--- config.mk ---
export PLATFORM = sky130hd
export DESIGN_NAME = alu_control_seq
export DESIGN_NICKNAME = d
export VERILOG_FILES = /design/src/rtl/alu_ctrl_pkg.sv /design/src/rtl/alu_ctrl_decode.sv /design/src/rtl/alu_control_seq.sv
export SDC_FILE = /design/constraint.sdc
export NUM_CORES = 1
export LEC_CHECK = 0
export ABC_AREA = 0
export CORE_MARGIN = 8
export CORE_UTILIZATION = 52
export DETAILED_ROUTE_END_ITERATION = 7
export PLACE_DENSITY_LB_ADDON = 0.25
export SYNTH_ARGS = -nofsm -noshare
export SYNTH_HDL_FRONTEND = slang
export SYNTH_HIERARCHICAL = 1
export SYNTH_SLANG_ARGS = --single-unit
--- constraint.sdc ---
create_clock -name Clk -period 5.75 [get_ports Clk]
set_input_delay 1.15 -clock Clk [delete_from_list [all_inputs] [get_ports Clk]]
set_output_delay 1.15 -clock Clk [all_outputs]
set_load 0.1 [all_outputs]
--- src/rtl/alu_ctrl_pkg.sv ---
// Shared encodings for the registered ALU control sequencer: op classes,
// R-type function codes, ALU control codes and the sequencer state type.
package alu_ctrl_pkg;

  localparam logic [1:0] ALUOP_ADD   = 2'b00;
  localparam logic [1:0] ALUOP_SUB   = 2'b01;
  localparam logic [1:0] ALUOP_RTYPE = 2'b10;
  localparam logic [1:0] ALUOP_AND   = 2'b11;

  localparam logic [5:0] FN_AND  = 6'b100100;
  localparam logic [5:0] FN_OR   = 6'b100101;
  localparam logic [5:0] FN_ADD  = 6'b100000;
  localparam logic [5:0] FN_XOR  = 6'b100110;
  localparam logic [5:0] FN_MULT = 6'b011000;
  localparam logic [5:0] FN_SUB  = 6'b100010;
  localparam logic [5:0] FN_SLT  = 6'b101010;
  localparam logic [5:0] FN_SLL  = 6'b000000;
  localparam logic [5:0] FN_SRL  = 6'b000010;
  localparam logic [5:0] FN_SRA  = 6'b000011;
  localparam logic [5:0] FN_DIV  = 6'b011010;
  localparam logic [5:0] FN_NOR  = 6'b100111;

  localparam logic [3:0] CODE_AND  = 4'b0000;
  localparam logic [3:0] CODE_OR   = 4'b0001;
  localparam logic [3:0] CODE_ADD  = 4'b0010;
  localparam logic [3:0] CODE_XOR  = 4'b0100;
  localparam logic [3:0] CODE_MULT = 4'b0101;
  localparam logic [3:0] CODE_SUB  = 4'b0110;
  localparam logic [3:0] CODE_SLT  = 4'b0111;
  localparam logic [3:0] CODE_SLL  = 4'b1000;
  localparam logic [3:0] CODE_SRL  = 4'b1001;
  localparam logic [3:0] CODE_SRA  = 4'b1010;
  localparam logic [3:0] CODE_DIV  = 4'b1011;
  localparam logic [3:0] CODE_NOR  = 4'b1100;

  typedef enum logic {ST_IDLE, ST_MULTI} state_t;

endpackage

--- src/rtl/alu_ctrl_decode.sv ---
// Combinational {ALUOp, Function} decode into ALU code, illegal flag and
// a marker for operations that need the multi-cycle sequencer.
module alu_ctrl_decode
  import alu_ctrl_pkg::*;
#(
  parameter int FUNC_W = 6
) (
  input  logic [1:0]        alu_op,
  input  logic [FUNC_W-1:0] funct,
  output logic [3:0]        code,
  output logic              illegal,
  output logic              is_multi
);

  // Unknown R-type functions fall back to the AND code and raise illegal.
  always_comb begin
    code     = CODE_AND;
    illegal  = 1'b0;
    is_multi = 1'b0;
    case (alu_op)
      ALUOP_ADD: code = CODE_ADD;
      ALUOP_SUB: code = CODE_SUB;
      ALUOP_AND: code = CODE_AND;
      default: begin
        case (funct)
          FUNC_W'(FN_AND):  code = CODE_AND;
          FUNC_W'(FN_OR):   code = CODE_OR;
          FUNC_W'(FN_ADD):  code = CODE_ADD;
          FUNC_W'(FN_XOR):  code = CODE_XOR;
          FUNC_W'(FN_SUB):  code = CODE_SUB;
          FUNC_W'(FN_SLT):  code = CODE_SLT;
          FUNC_W'(FN_SLL):  code = CODE_SLL;
          FUNC_W'(FN_SRL):  code = CODE_SRL;
          FUNC_W'(FN_SRA):  code = CODE_SRA;
          FUNC_W'(FN_NOR):  code = CODE_NOR;
          FUNC_W'(FN_MULT): begin
            code     = CODE_MULT;
            is_multi = 1'b1;
          end
          FUNC_W'(FN_DIV): begin
            code     = CODE_DIV;
            is_multi = 1'b1;
          end
          default: illegal = 1'b1;
        endcase
      end
    endcase
  end

endmodule

--- src/rtl/alu_control_seq.sv ---
// Registered ALU control with a down-counting latency timer for mult/div,
// so the EX stage can stall on Ready_out and consume results on Valid_out.
//
//   state    | meaning
//   ST_IDLE  | accepting ops; single-cycle results pulse Valid_out next cycle
//   ST_MULTI | mult/div in flight; count runs down to 0, then Valid_out pulses
module alu_control_seq
  import alu_ctrl_pkg::*;
#(
  parameter int FUNC_W   = 6,
  parameter int CTRL_W   = 4,
  parameter int MULT_LAT = 4,
  parameter int DIV_LAT  = 16
) (
  input  logic              Clk,
  input  logic              Reset_n,
  input  logic              Valid_in,
  input  logic [1:0]        ALUOp,
  input  logic [FUNC_W-1:0] Function,
  input  logic              Flush,
  output logic              Ready_out,
  output logic [CTRL_W-1:0] ALU_Control,
  output logic              Valid_out,
  output logic              Busy,
  output logic              Illegal
);

  localparam int MAX_LAT = (MULT_LAT > DIV_LAT) ? MULT_LAT : DIV_LAT;
  localparam int CNT_W   = $clog2(MAX_LAT);
  localparam logic [CNT_W-1:0] MULT_LOAD = CNT_W'(MULT_LAT - 1);
  localparam logic [CNT_W-1:0] DIV_LOAD  = CNT_W'(DIV_LAT - 1);

  state_t             state_q, state_d;
  logic [CNT_W-1:0]   count_q, count_d;
  logic [CTRL_W-1:0]  ctrl_q, ctrl_d;
  logic               illegal_q, illegal_d;
  logic               valid_q, valid_d;
  logic               busy_q, busy_d;

  logic [3:0]         dec_code;
  logic               dec_illegal;
  logic               dec_multi;
  logic               accept;

  alu_ctrl_decode #(.FUNC_W(FUNC_W)) u_decode (
    .alu_op   (ALUOp),
    .funct    (Function),
    .code     (dec_code),
    .illegal  (dec_illegal),
    .is_multi (dec_multi)
  );

  assign Ready_out   = (state_q == ST_IDLE);
  assign accept      = Valid_in & Ready_out & ~Flush;
  assign ALU_Control = ctrl_q;
  assign Illegal     = illegal_q;
  assign Valid_out   = valid_q;
  assign Busy        = busy_q;

  // Next-state: Flush wins over everything; the result code is captured on
  // every accept and held through flushes until the next accept.
  always_comb begin
    state_d   = state_q;
    count_d   = count_q;
    ctrl_d    = ctrl_q;
    illegal_d = illegal_q;
    valid_d   = 1'b0;
    busy_d    = busy_q;
    if (Flush) begin
      state_d = ST_IDLE;
      busy_d  = 1'b0;
    end else begin
      case (state_q)
        ST_IDLE: begin
          if (accept) begin
            ctrl_d    = CTRL_W'(dec_code);
            illegal_d = dec_illegal;
            if (dec_multi) begin
              busy_d  = 1'b1;
              state_d = ST_MULTI;
              count_d = (dec_code == CODE_MULT) ? MULT_LOAD : DIV_LOAD;
            end else begin
              valid_d = 1'b1;
            end
          end
        end
        ST_MULTI: begin
          if (count_q == '0) begin
            valid_d = 1'b1;
            busy_d  = 1'b0;
            state_d = ST_IDLE;
          end else begin
            count_d = count_q - CNT_W'(1);
          end
        end
      endcase
    end
  end

  // State and output registers with synchronous active-low reset.
  always_ff @(posedge Clk) begin
    if (!Reset_n) begin
      state_q   <= ST_IDLE;
      count_q   <= '0;
      ctrl_q    <= '0;
      illegal_q <= 1'b0;
      valid_q   <= 1'b0;
      busy_q    <= 1'b0;
    end else begin
      state_q   <= state_d;
      count_q   <= count_d;
      ctrl_q    <= ctrl_d;
      illegal_q <= illegal_d;
      valid_q   <= valid_d;
      busy_q    <= busy_d;
    end
  end

endmodule

==> results of run 1 <==
## layer usage
| layer | vias up | routed length [um] | track usage [%] |
|---|---|---|---|
| met1 | 371 | 955 | 14.14 |
| met4 | 0 | 21 | 4.124 |
| li1 | 403 | - | - |
| met3 | 4 | 79 | 4.719 |
| met2 | 16 | 912 | 19.65 |
| met5 | - | 0 | 0 |
## power groups by stage
stage	clock, mW	combinational [mW]	sequential [mW]
after floorplan	0	0.0171	0.0944
after global placement	0	0.0397	0.0868
after detailed placement	0	0.0394	0.0868
after CTS	0.0534	0.0395	0.0849
after global routing	0.0562	0.0426	0.0850
final	0.0513	0.0396	0.0849
## worst reg2reg max path, stage by stage (launching register included)
cell	delay [ns]
dfxtp_1	0.39
inv_1	0.06
ha_1	0.22
and4bb_1	0.31
or3_4	0.41
o32ai_1	0.25
## stage by stage
stage / cells / utilization (%) / setup slack (ns)
after CTS: 131 / 67.90 / 2.639
after global routing: 131 / 67.90 / 2.426
after global placement: 128 / 66.42 / 2.421
after floorplan: 98 / - / 3.157
final: 131 / 67.90 / 2.636
after detailed placement: 128 / 66.42 / 2.395
## layout make-up
cell class	instances	area [um^2]
Clock buffer	3	22.52
Sequential cell	12	240.2
Timing Repair Buffer	19	190.2
Inverter	10	37.54
Tap cell	16	20.02
Multi-Input combinational cell	71	524.3
Fill cell	127	489.2
## path summary, 6_finish.rpt
| kind | endpoint | slack [ns] | depth (start not counted) |
|---|---|---|---|
| setup reg to reg | count_q[2] | 4.02 | 5 |
| setup / recovery | count_q[2] | 2.64 | 6 |
| hold / removal | ALU_Control[0] | 0.51 | 2 |
| hold reg to reg | ALU_Control[0] | 0.51 | 2 |
## Yosys cell counts, types with 2 or more instances
| cell type | number | area share (%) |
|---|---|---|
| o31a_1 | 2 | 2.1 |
| nand3_1 | 2 | 1.2 |
| a211oi_1 | 2 | 1.8 |
| inv_1 | 10 | 4.4 |
| nand3b_1 | 3 | 2.7 |
| nand2_1 | 2 | 0.89 |
| nand2b_1 | 3 | 2.2 |
| o21ai_0 | 3 | 1.8 |
| nor2_1 | 12 | 5.3 |
| nor4_1 | 2 | 1.5 |
| dfxtp_1 | 12 | 28 |
| a21oi_1 | 3 | 1.8 |
| buf_6 | 3 | 4.0 |
| mux2i_1 | 5 | 5.9 |
| nor3_1 | 3 | 1.8 |
## registers in the layout (all words and copies together) (netlist names)
| register | count |
|---|---|
| Valid_out | 1 |
| count_q | 4 |
| state_q | 1 |
| Illegal | 1 |
| ALU_Control | 4 |
| Busy | 1 |
## cell families (layout without fill, tap and decap cells)
| group | count (synthesis) | count (layout) |
|---|---|---|
| fa+ha+maj | 1 | 1 |
| buf+inv | 15 | 32 |
| mux | 5 | 5 |
| flops | 12 | 12 |
| simple gates | 39 | 39 |
| xor+xnor | 1 | 1 |
| compound gates | 25 | 25 |
==> results.txt, run 1 <==
Worst VDD drop: 0.1218 mV
fraction of power spent switching nets: 29.05%
Least-Margin Pin Slew: 0.9736 ns
Mapped Cells: 98
DIE HEIGHT: 56.30 um
Nets: 130
buffers added on ports: 19
routed vias/inst: 6.061
synth warn: 6
Synth Area in XOR/XNOR: 1.037%
Hold Worst Slack: 0.5150 ns
Top delay family on crit path: simple AND/OR/NAND/NOR gates
Seq cells post-synth: 12
required time of the critical path: 5.94 ns
CP arrival: 3.30 ns
CTS tree: built
Worst path slowest cell: clkdlybuf4s50_1
crit-path max FO: 5
Pleak: 0.3671 nW
GPL Wtd Cong: 0.8614
RSZ-0062 raised after global routing: false
Pre-Repair DR Iteration Count: 4
CP endpoint kind: flip-flop
skew final: 0.003694 ns
Synth Area in Simple Gates: 31.26%
CP startpoint: ALUOp[0]
min-delay worst type: reg -> reg
First DRT Iteration DRCs: 14
Cell Pwr Density: 169.9 nW/um^2
CTS Buf Count: 3
cts hold-fix bufs: 0
DIE WIDTH: 56.30 um
syn nets: 111
asr flop ratio synth: 0%
Num Clock Sinks: 12
number of synthesized flops with an enable pin: 0
antenna violations before repair: 0
Tmin final: 3.114 ns
worst slew margin relative to its limit: 34.89%
combinational group share of total power: 22.6%
layout cell share with drive strength beyond 1: 8.696%
DRC Markers: 0
cell row count: 14
Post-CTS Setup Inserts: 0
clk_lat worst skew: 0.27 ns
GRT Residual Overflow: 0
NetSw: 0.05107 mW
final setup vio count: 0
Post-Route Setup TNS: 0 ns
Reg power frac: 48.3%
cell area after layout: 1035 um^2
WL/cell: 15.02 um
CP peak stage delay: 0.49 ns
Startpoint Class: input port
final hold viol count: 0
largest family of logic cells by synthesized area: simple AND/OR/NAND/NOR gates
Placed Area: 1012 um^2
hpwl dp: 1490 um
achievable frequency: 321.1 MHz
Routed Antenna Nets: 0
Tot Pwr: 0.1758 mW
post-synthesis sequential area ratio: 28.44%
largest net degree at the start of global routing: 11
CP Class: in -> reg
outcome: finished clean
fin. max-slew vios: 0
Vias: 794
H-tree depth: 1
Synth Area per Inst: 8.618 um^2
Yosys cell types: 46
core area: 1524 um^2
clock share of power: 29.2%
Clock Tree Buf Depth: 2
cells along the critical path: clkdlybuf4s50_1, nand2b_1, nor4_1, a21oi_1, or3_4, o32ai_1
Int Power: 0.1247 mW
Worst-path clk slew: 0.07 ns
first-pass GRT wire length: 3187 um
Compound-Gate Fraction of Synth Area: 22.37%
area of the die: 3170 um^2
aggregate global-route resource usage: 12.12%
commonest cells after routing, fill and taps aside: clkdlybuf4s50_1, dfxtp_1, nor2_1
HP Start: ALU_Control[0]
Ant. Diodes: 0
worst path bufs/invs: 1
Tcrit/Tclk final: 54.16%
most common cell after layout, fill and taps aside: clkdlybuf4s50_1
vias in the first global route: 752
area grow syn2layout: 22.52%
total wire length: 1968 um
Initial Util: 55.42%
Max Cap Violations: 0
Synth Flop Type: dfxtp_1
Ports: 20
Post-Synth Adder-Cell Area: 1.481%
post-synthesis mux area share: 5.926%
Root Buffer: clkbuf_4
RR Startpoint: count_q[0]
Post-Syn Area: 844.6 um^2
post-CTS sizing: 0
(Power assumes the default switching activity.)
==> inputs of run 2 (changes only) <==
CORE_UTILIZATION = 48   (was 52)
clock period = 3.1 ns   (was 5.75 ns; I/O delays follow)
==> results.txt, run 2 (synthesis results as in run 1) <==
fin. max-slew vios: 0 (unchanged)
DIE WIDTH: 57.95 um (+2.9%)
clk_lat worst skew: 0.27 ns (about the same)
Num Clock Sinks: 12 (unchanged)
reg2reg path depth: 5 (unchanged)
Ports: 20 (unchanged)
H-tree depth: 1 (unchanged)
largest net degree at the start of global routing: 11 (unchanged)
GPL Wtd Cong: 0.9320 (+8.2%)
Routed Antenna Nets: 0 (unchanged)
fraction of power spent switching nets: 27.59% (-1.5 points)
CP arrival: 2.70 ns (-0.60 ns)
combinational group share of total power: 20.7% (-1.9 points)
layout cell share with drive strength beyond 1: 16.38% (+7.7 points)
Multi-input gate area: 524.3 um^2 (unchanged)
HP Start: ALU_Control[3]
achievable frequency: 395.8 MHz
skew final: 0.0009485 ns (-0.002746 ns)
Startpoint Class: input port
Worst-path clk slew: 0.08 ns (about the same)
Nets: 130 (unchanged)
NetSw: 0.09792 mW (+92%)
final hold viol count: 0 (unchanged)
CTS Buf Count: 3 (unchanged)
worst slew margin relative to its limit: 59.39% (+24 points)
antenna violations before repair: 0 (unchanged)
Least-Margin Pin Slew: 0.6066 ns (-0.3671 ns)
vias in the first global route: 804 (+6.9%)
Hold Path Sink: ALU_Control[3]
First DRT Iteration DRCs: 30 (+16)
DRC Markers: 0 (unchanged)
Max Cap Violations: 0 (unchanged)
first-pass GRT wire length: 3443 um (+8.0%)
routed vias/inst: 6.090 (+0.48%)
filler cell count: 158 (+24%)
min-delay worst type: reg -> reg
clock share of power: 35.0% (+5.8 points)
Pre-Repair DR Iteration Count: 4 (unchanged)
RSZ-0062 raised after global routing: false
area of the die: 3358 um^2 (+5.9%)
RR Startpoint: count_q[0]
CTS tree: built
Ant. Diodes: 0 (unchanged)
Reg power frac: 44.3% (-4.0 points)
Worst VDD drop: 0.2850 mV (+130%)
Tmin final: 2.526 ns
Clock Tree Buf Depth: 2 (unchanged)
cell row count: 15 (+1)
r2r setup slk: 1.37 ns (-2.65 ns)
CP Class: in -> reg
buffers added on ports: 19 (unchanged)
final setup vio count: 0 (unchanged)
register area: 240.2 um^2 (unchanged)
core area: 1689 um^2 (+11%)
Post-CTS Setup Inserts: 0 (unchanged)
r2r endpoint: count_q[2]
Vias: 810 (+2.0%)
Initial Util: 50.00% (-5.4 points)
commonest cells after routing, fill and taps aside: dfxtp_1, nor2_1, clkdlybuf4s50_1
crit-path max FO: 7 (+2)
outcome: finished clean
WHS Path Cells: 2 (unchanged)
Hold Worst Slack: 0.5078 ns (-0.007207 ns)
cts hold-fix bufs: 0 (unchanged)
GRT Residual Overflow: 0 (unchanged)
CP endpoint kind: flip-flop
WL/cell: 14.71 um (-2.1%)
total wire length: 1956 um (-0.61%)
Int Power: 0.2570 mW (+110%)
aggregate global-route resource usage: 12.66% (+0.54 points)
Post-Route Setup TNS: 0 ns (unchanged)
hpwl dp: 1524 um (+2.3%)
Pleak: 0.3879 nW (+5.7%)
area grow syn2layout: 21.93%
DIE HEIGHT: 57.95 um (+2.9%)
Cell Pwr Density: 344.7 nW/um^2 (+100%)
Root Buffer: clkbuf_4
Tcrit/Tclk final: 81.49%
post-CTS sizing: 0 (unchanged)
required time of the critical path: 3.27 ns (-2.67 ns)
run 2: metal layers:
metal | share of wire (%) | vias to the layer above | track usage, %
met5 | 0 | - | 0
met4 | 0.72 | 0 | 5.245
met3 | 7.2 | 2 | 4.636
met2 | 47 | 37 | 20.54
met1 | 45 | 370 | 14.61
li1 | - | 401 | -
run 2: power by group through the flow:
stage               clock network, mW  registers (mW)  logic [mW]
finish                          0.124           0.157      0.0734
global route                    0.136           0.157      0.0788
CTS                             0.129           0.157      0.0729
detailed placement                  0           0.161      0.0727
global placement                    0           0.161      0.0716
floorplan                           0           0.175      0.0318
run 2: worst max-delay path, cell delays in order:
cell,delay [ns]
clkdlybuf4s50_1,0.52
and4bb_4,0.42
nor4b_4,0.19
a221o_1,0.15
nor4bb_1,0.41
o22ai_1,0.14
a31o_2,0.25
run 2: layout make-up:
type	count	area share, %
clock buffers	4	3.524
flip-flops and latches	12	23.33
multi-input cells	71	50.91
repair buffers	19	16.52
well taps	17	2.066
inverters	10	3.645
run 2: stage by stage:
stage	total power, mW	area [um^2]	utilization (%)	std cells	setup slack [ns]
6_report	0.3549	1030	60.96	133	0.5738
3_3_place_gp	0.2324	993.5	58.81	129	0.3288
5_1_grt	0.3725	1030	60.96	133	0.4387
4_1_cts	0.3589	1030	60.96	133	0.5875
3_5_place_dp	0.2336	993.5	58.81	129	0.2958
2_1_floorplan	0.2069	844.6	-	98	1.037
run 2: worst max path at each step:
stage	start	end	slack (ns)	cells past startpoint
final	Function[3]	count_q[3]	0.57	7
after global routing	Function[5]	count_q[1]	0.44	6
after CTS	Function[5]	count_q[3]	0.59	7
after detailed placement	Function[5]	count_q[3]	0.30	7
after global placement	Function[3]	count_q[3]	0.33	7
after floorplan	Function[5]	count_q[3]	1.04	7
